$ cat config.mk
export PLATFORM = sky130hd
export DESIGN_NAME = alu_writeback
export DESIGN_NICKNAME = d
export VERILOG_FILES = /design/src/rtl/alu_writeback.sv
export SDC_FILE = /design/constraint.sdc
export NUM_CORES = 1
export LEC_CHECK = 0
export CORE_MARGIN = 3
export CORE_UTILIZATION = 42
export DETAILED_ROUTE_END_ITERATION = 8
export PLACE_DENSITY = 0.87
export SLEW_MARGIN = 20
export SYNTH_ARGS = -nofsm -noshare
export SYNTH_HDL_FRONTEND = slang
export SYNTH_SLANG_ARGS = --single-unit
$ cat constraint.sdc
create_clock -name clk -period 7.3 [get_ports clk]
set_input_delay 1.825 -clock clk [delete_from_list [all_inputs] [get_ports clk]]
set_output_delay 1.825 -clock clk [all_outputs]
set_load 0.01 [all_outputs]
$ cat src/rtl/alu_writeback.sv
// ALU result-commit stage: captures one result set per instruction, selects by
// opcode and writes it back through a handshaked port (two beats for multiply).
module alu_writeback #(
  parameter int DW = 16,
  parameter int AW = 6,
  parameter int CW = 16
) (
  input  logic            clk,
  input  logic            rst_n,
  input  logic            in_valid,
  output logic            in_ready,
  input  logic [5:0]      select,
  input  logic [AW-1:0]   rdst1,
  input  logic [AW-1:0]   rdst2,
  input  logic [DW-1:0]   sum,
  input  logic [DW-1:0]   diff,
  input  logic [DW-1:0]   negate,
  input  logic [DW-1:0]   divi,
  input  logic [2*DW-1:0] multiplied,
  input  logic [DW-1:0]   or_gat,
  input  logic [DW-1:0]   xor_gat,
  input  logic [DW-1:0]   nand_gat,
  input  logic [DW-1:0]   nor_gat,
  input  logic [DW-1:0]   xnor_gat,
  input  logic [DW-1:0]   not_gat,
  input  logic [DW-1:0]   left_sft,
  input  logic [DW-1:0]   right_sft,
  output logic            wr_en,
  output logic [AW-1:0]   wr_addr,
  output logic [DW-1:0]   wr_data,
  input  logic            wr_ready,
  output logic            flag_z,
  output logic            flag_n,
  output logic            err_op,
  output logic [CW-1:0]   commit_cnt
);

  typedef enum logic [1:0] {IDLE, WR_LO, WR_HI} state_t;

  localparam logic [5:0] OP_MUL = 6'd3;

  state_t        state;
  logic [DW-1:0] sel_lo;
  logic          sel_legal;
  logic          sel_zero;
  logic          sel_neg;
  logic [DW-1:0] hi_q;
  logic [AW-1:0] rdst2_q;
  logic          is_mul_q;
  logic          res_zero_q;
  logic          res_neg_q;

  always_comb begin
    sel_lo    = '0;
    sel_legal = 1'b1;
    case (select)
      6'd0:    sel_lo = sum;
      6'd1:    sel_lo = diff;
      6'd2:    sel_lo = negate;
      6'd3:    sel_lo = multiplied[DW-1:0];
      6'd4:    sel_lo = divi;
      6'd5:    sel_lo = or_gat;
      6'd6:    sel_lo = xor_gat;
      6'd7:    sel_lo = nand_gat;
      6'd8:    sel_lo = nor_gat;
      6'd9:    sel_lo = xnor_gat;
      6'd10:   sel_lo = not_gat;
      6'd11:   sel_lo = left_sft;
      6'd12:   sel_lo = right_sft;
      default: sel_legal = 1'b0;
    endcase
  end

  // Flags are resolved at capture over the full result (whole product for
  // mul) and only applied to flag_z/flag_n when the instruction commits.
  always_comb begin
    sel_zero = (sel_lo == '0);
    sel_neg  = sel_lo[DW-1];
    if (select == OP_MUL) begin
      sel_zero = (multiplied == '0);
      sel_neg  = multiplied[2*DW-1];
    end
  end

  always_ff @(posedge clk) begin
    if (!rst_n) begin
      state      <= IDLE;
      in_ready   <= 1'b1;
      wr_en      <= 1'b0;
      wr_addr    <= '0;
      wr_data    <= '0;
      flag_z     <= 1'b0;
      flag_n     <= 1'b0;
      err_op     <= 1'b0;
      commit_cnt <= '0;
      hi_q       <= '0;
      rdst2_q    <= '0;
      is_mul_q   <= 1'b0;
      res_zero_q <= 1'b0;
      res_neg_q  <= 1'b0;
    end else begin
      err_op <= 1'b0;
      case (state)
        IDLE: begin
          if (in_valid) begin
            if (sel_legal) begin
              state      <= WR_LO;
              in_ready   <= 1'b0;
              wr_en      <= 1'b1;
              wr_addr    <= rdst1;
              wr_data    <= sel_lo;
              hi_q       <= multiplied[2*DW-1:DW];
              rdst2_q    <= rdst2;
              is_mul_q   <= (select == OP_MUL);
              res_zero_q <= sel_zero;
              res_neg_q  <= sel_neg;
            end else begin
              err_op <= 1'b1;
            end
          end
        end
        WR_LO: begin
          if (wr_ready) begin
            if (is_mul_q) begin
              state   <= WR_HI;
              wr_addr <= rdst2_q;
              wr_data <= hi_q;
            end else begin
              state      <= IDLE;
              wr_en      <= 1'b0;
              in_ready   <= 1'b1;
              flag_z     <= res_zero_q;
              flag_n     <= res_neg_q;
              commit_cnt <= commit_cnt + CW'(1);
            end
          end
        end
        WR_HI: begin
          if (wr_ready) begin
            state      <= IDLE;
            wr_en      <= 1'b0;
            in_ready   <= 1'b1;
            flag_z     <= res_zero_q;
            flag_n     <= res_neg_q;
            commit_cnt <= commit_cnt + CW'(1);
          end
        end
        default: state <= IDLE;
      endcase
    end
  end

endmodule

==> results.cfg <==
[worst_setup_path]
path_class = in2reg
timing.rr.start = state[1]
cp-end-kind = flip-flop
crit_path_start = select[0]
worst-path-max-fanout = 57
startpoint_type = input pin
timing.rr.end = commit_cnt[14]
critPathRequiredTime_ps = 7470
critPathCapture = res_zero_q
rrSetupSlack_ps = 4630
reg2reg_depth = 9
crit_arrival_ps = 4620

[die]
fp.dieW_um = 116
core_mm2 = 0.0116
die_y_um = 116
rows = 39
initial_core_util_pct = 43.7
io_pins = 289
die_area_mm2 = 0.0134

[logic_synthesis]
ys.flop_type = dfxtp_1
synth.most_common_cell = nand2_1
ys_seq_elements = 70
syn_area_mm2 = 0.00507
synth_nets = 870
ys_warn_count = 0
ys_top_cells_by_count = nand2_1 (113), dfxtp_1 (70), mux2i_1 (65)
ys_seq_area_share_pct = 27.6
synth_edf_count = 0
synth.avg_cell_area_um2 = 8.19
ys_types = 64
synthArstFlopShare_pct = 0
synth.area.top_cells = dfxtp_1 (28%), mux2i_1 (13%), nand2_1 (8.4%)
syn_inst = 619
synth_top_area_share_pct = 27.6
yosys.area.top_type = dfxtp_1

[pwr]
leakage_nw = 3.03
vdd_ir_drop_max_mv = 0.155
powerDensity_mw_per_mm2 = 148
total_power_w = 0.00122

[timing]
period_needed_ps = 4450
fin_setup_tns_ps = 0
hold_viol = 0
timing.final.max_slew_violations = 0
setup_viol = 0
period_share_pct = 61.0
maxSlewHeadroom_pct = 27.6
skew_ps = 5.00
timing.fmax_mhz = 225
tightest_slew_ps = 1090
setup_ws_ps = 2850
rsz0062_at_grt = no

[global_route]
grt_use_total_pct = 33.7
antenna_found_initial = 3
grt_max_degree = 71
grt_pass1_vias = 6153
gr-total-overflow = 0
grt_pass1_wl_mm = 34.4

[detailed_routing]
vias_per_cell = 5.79
highest_layer = met4
dr_wl_met2_mm = 11.3
drc = 0
antenna_left = 0
drt_wl_total_mm = 23.2
vias = 5959
first_pass_iters = 5
drtIter0Drc = 677
route.met3.wl_mm = 1.71
wire_per_inst_um = 22.6
wl_met1_mm = 9.37

[status]
outcome = finished clean

[clock_tree]
cts_setup_buffers = 0
cts-root-buf = clkbuf_16
clock_path_buffers = 2
htreeDepth = 3
cts_hold_buf = 0
clk_pin_slew_ps = 60
cts_tree = done
ctsResizeCount = 0
cts.sinks = 70
numCtsBuffers = 9
insertion_delay_ps = 330

[final_layout]
final_area_mm2 = 0.00822
final_util_pct = 70.8
drive_gt1_share_pct = 5.66
final_nets = 1129
areaGrowthSynthToFinish_pct = 62.1

[place]
dp_slack_ps = 2590
dpl_cell_area_mm2 = 0.00792
gp_congestion = 1.01
dpl.hpwl_mm = 18.7
port_buffers = 288

[run]
cap_violations = 0

[min_path]
hold_path_class = reg2reg
[stage by stage]
| stage | hold slack, ps | std cells |
|---|---|---|
| floorplan | 438 | 619 |
| global placement | 444 | 1010 |
| detailed placement | 463 | 1010 |
| CTS | 471 | 1026 |
| global route | 491 | 1029 |
| finish | 470 | 1029 |
[critical path, cell delays in order]
cell and delay (ps):
buf_2 760, or4bb_1 700, nor3_2 490, nand2_1 130, nand4_1 220, nor4_1 80
and4_1 220, nand4_1 70, a31oi_1 80
[layer usage]
metal | up-vias | track usage (%)
met1 | 2826 | 40.2
met5 | - | 0
li1 | 2790 | -
met4 | 0 | 13.5
met2 | 287 | 57.7
met3 | 56 | 8.93
[where the power goes]
part	internal (W)	switching, W	leakage (nW)
combinational	0.000215	0.000166	2.32
sequential	0.000401	0.0000120	0.567
clock	0.000263	0.000162	0.135
[final cells by class]
type,count,area (µm²)
timing repair buffer,291,2880
clock inverter,6,62.6
inverter,6,22.5
tap,143,179
fill,903,3390
antenna,3,7.51
multi-input combinational,500,3440
sequential,70,1400
clock buffer,10,229
[cells in the final DEF, fill, tap and decap left out, types with 13 or more instances in the layout]
| cell | netlist | layout |
|---|---|---|
| nand2_1 | 113 | 113 |
| o21ai_0 | 35 | 35 |
| mux2i_1 | 65 | 65 |
| mux2_2 | 13 | 13 |
| a21oi_1 | 14 | 14 |
| clkdlybuf4s50_1 | 0 | 283 |
| nand3_1 | 22 | 22 |
| nor2_1 | 15 | 15 |
| a21boi_0 | 31 | 31 |
| dfxtp_1 | 70 | 70 |
| and2_1 | 25 | 25 |
[logic make-up after synthesis]
family / after synthesis / share of synthesized area [%]
adders and majority gates: 5 / 1.23
buffers and inverters: 49 / 4.86
muxes: 87 / 19.3
xor gates and xnor gates: 10 / 1.73
DFF: 70 / 27.6
AOI/OAI and AO/OA: 142 / 19.6
and+or+nand+nor: 256 / 25.6
[worst min-delay path by stage]
stage | from | endpoint | slack (ps) | cells past startpoint
floorplan | res_zero_q | flag_z | 440 | 2
global placement | wr_data[13] | wr_data[13] | 440 | 2
global route | rdst2_q[1] | rdst2_q[1] | 490 | 2
detailed placement | wr_data[13] | wr_data[13] | 460 | 2
CTS | rdst2_q[1] | rdst2_q[1] | 470 | 2
finish | rdst2_q[1] | rdst2_q[1] | 470 | 2
[state kept, by name (all words and copies together), names as in the netlist]
name and count:
hi_q 16, rdst2_q 6, flag_n 1, res_neg_q 1
in_ready 1, flag_z 1, res_zero_q 1, is_mul_q 1
wr_addr 6, state 2, err_op 1, wr_data 16
wr_en 1, commit_cnt 16
No activity file was read; power rests on OpenSTA's default activity.
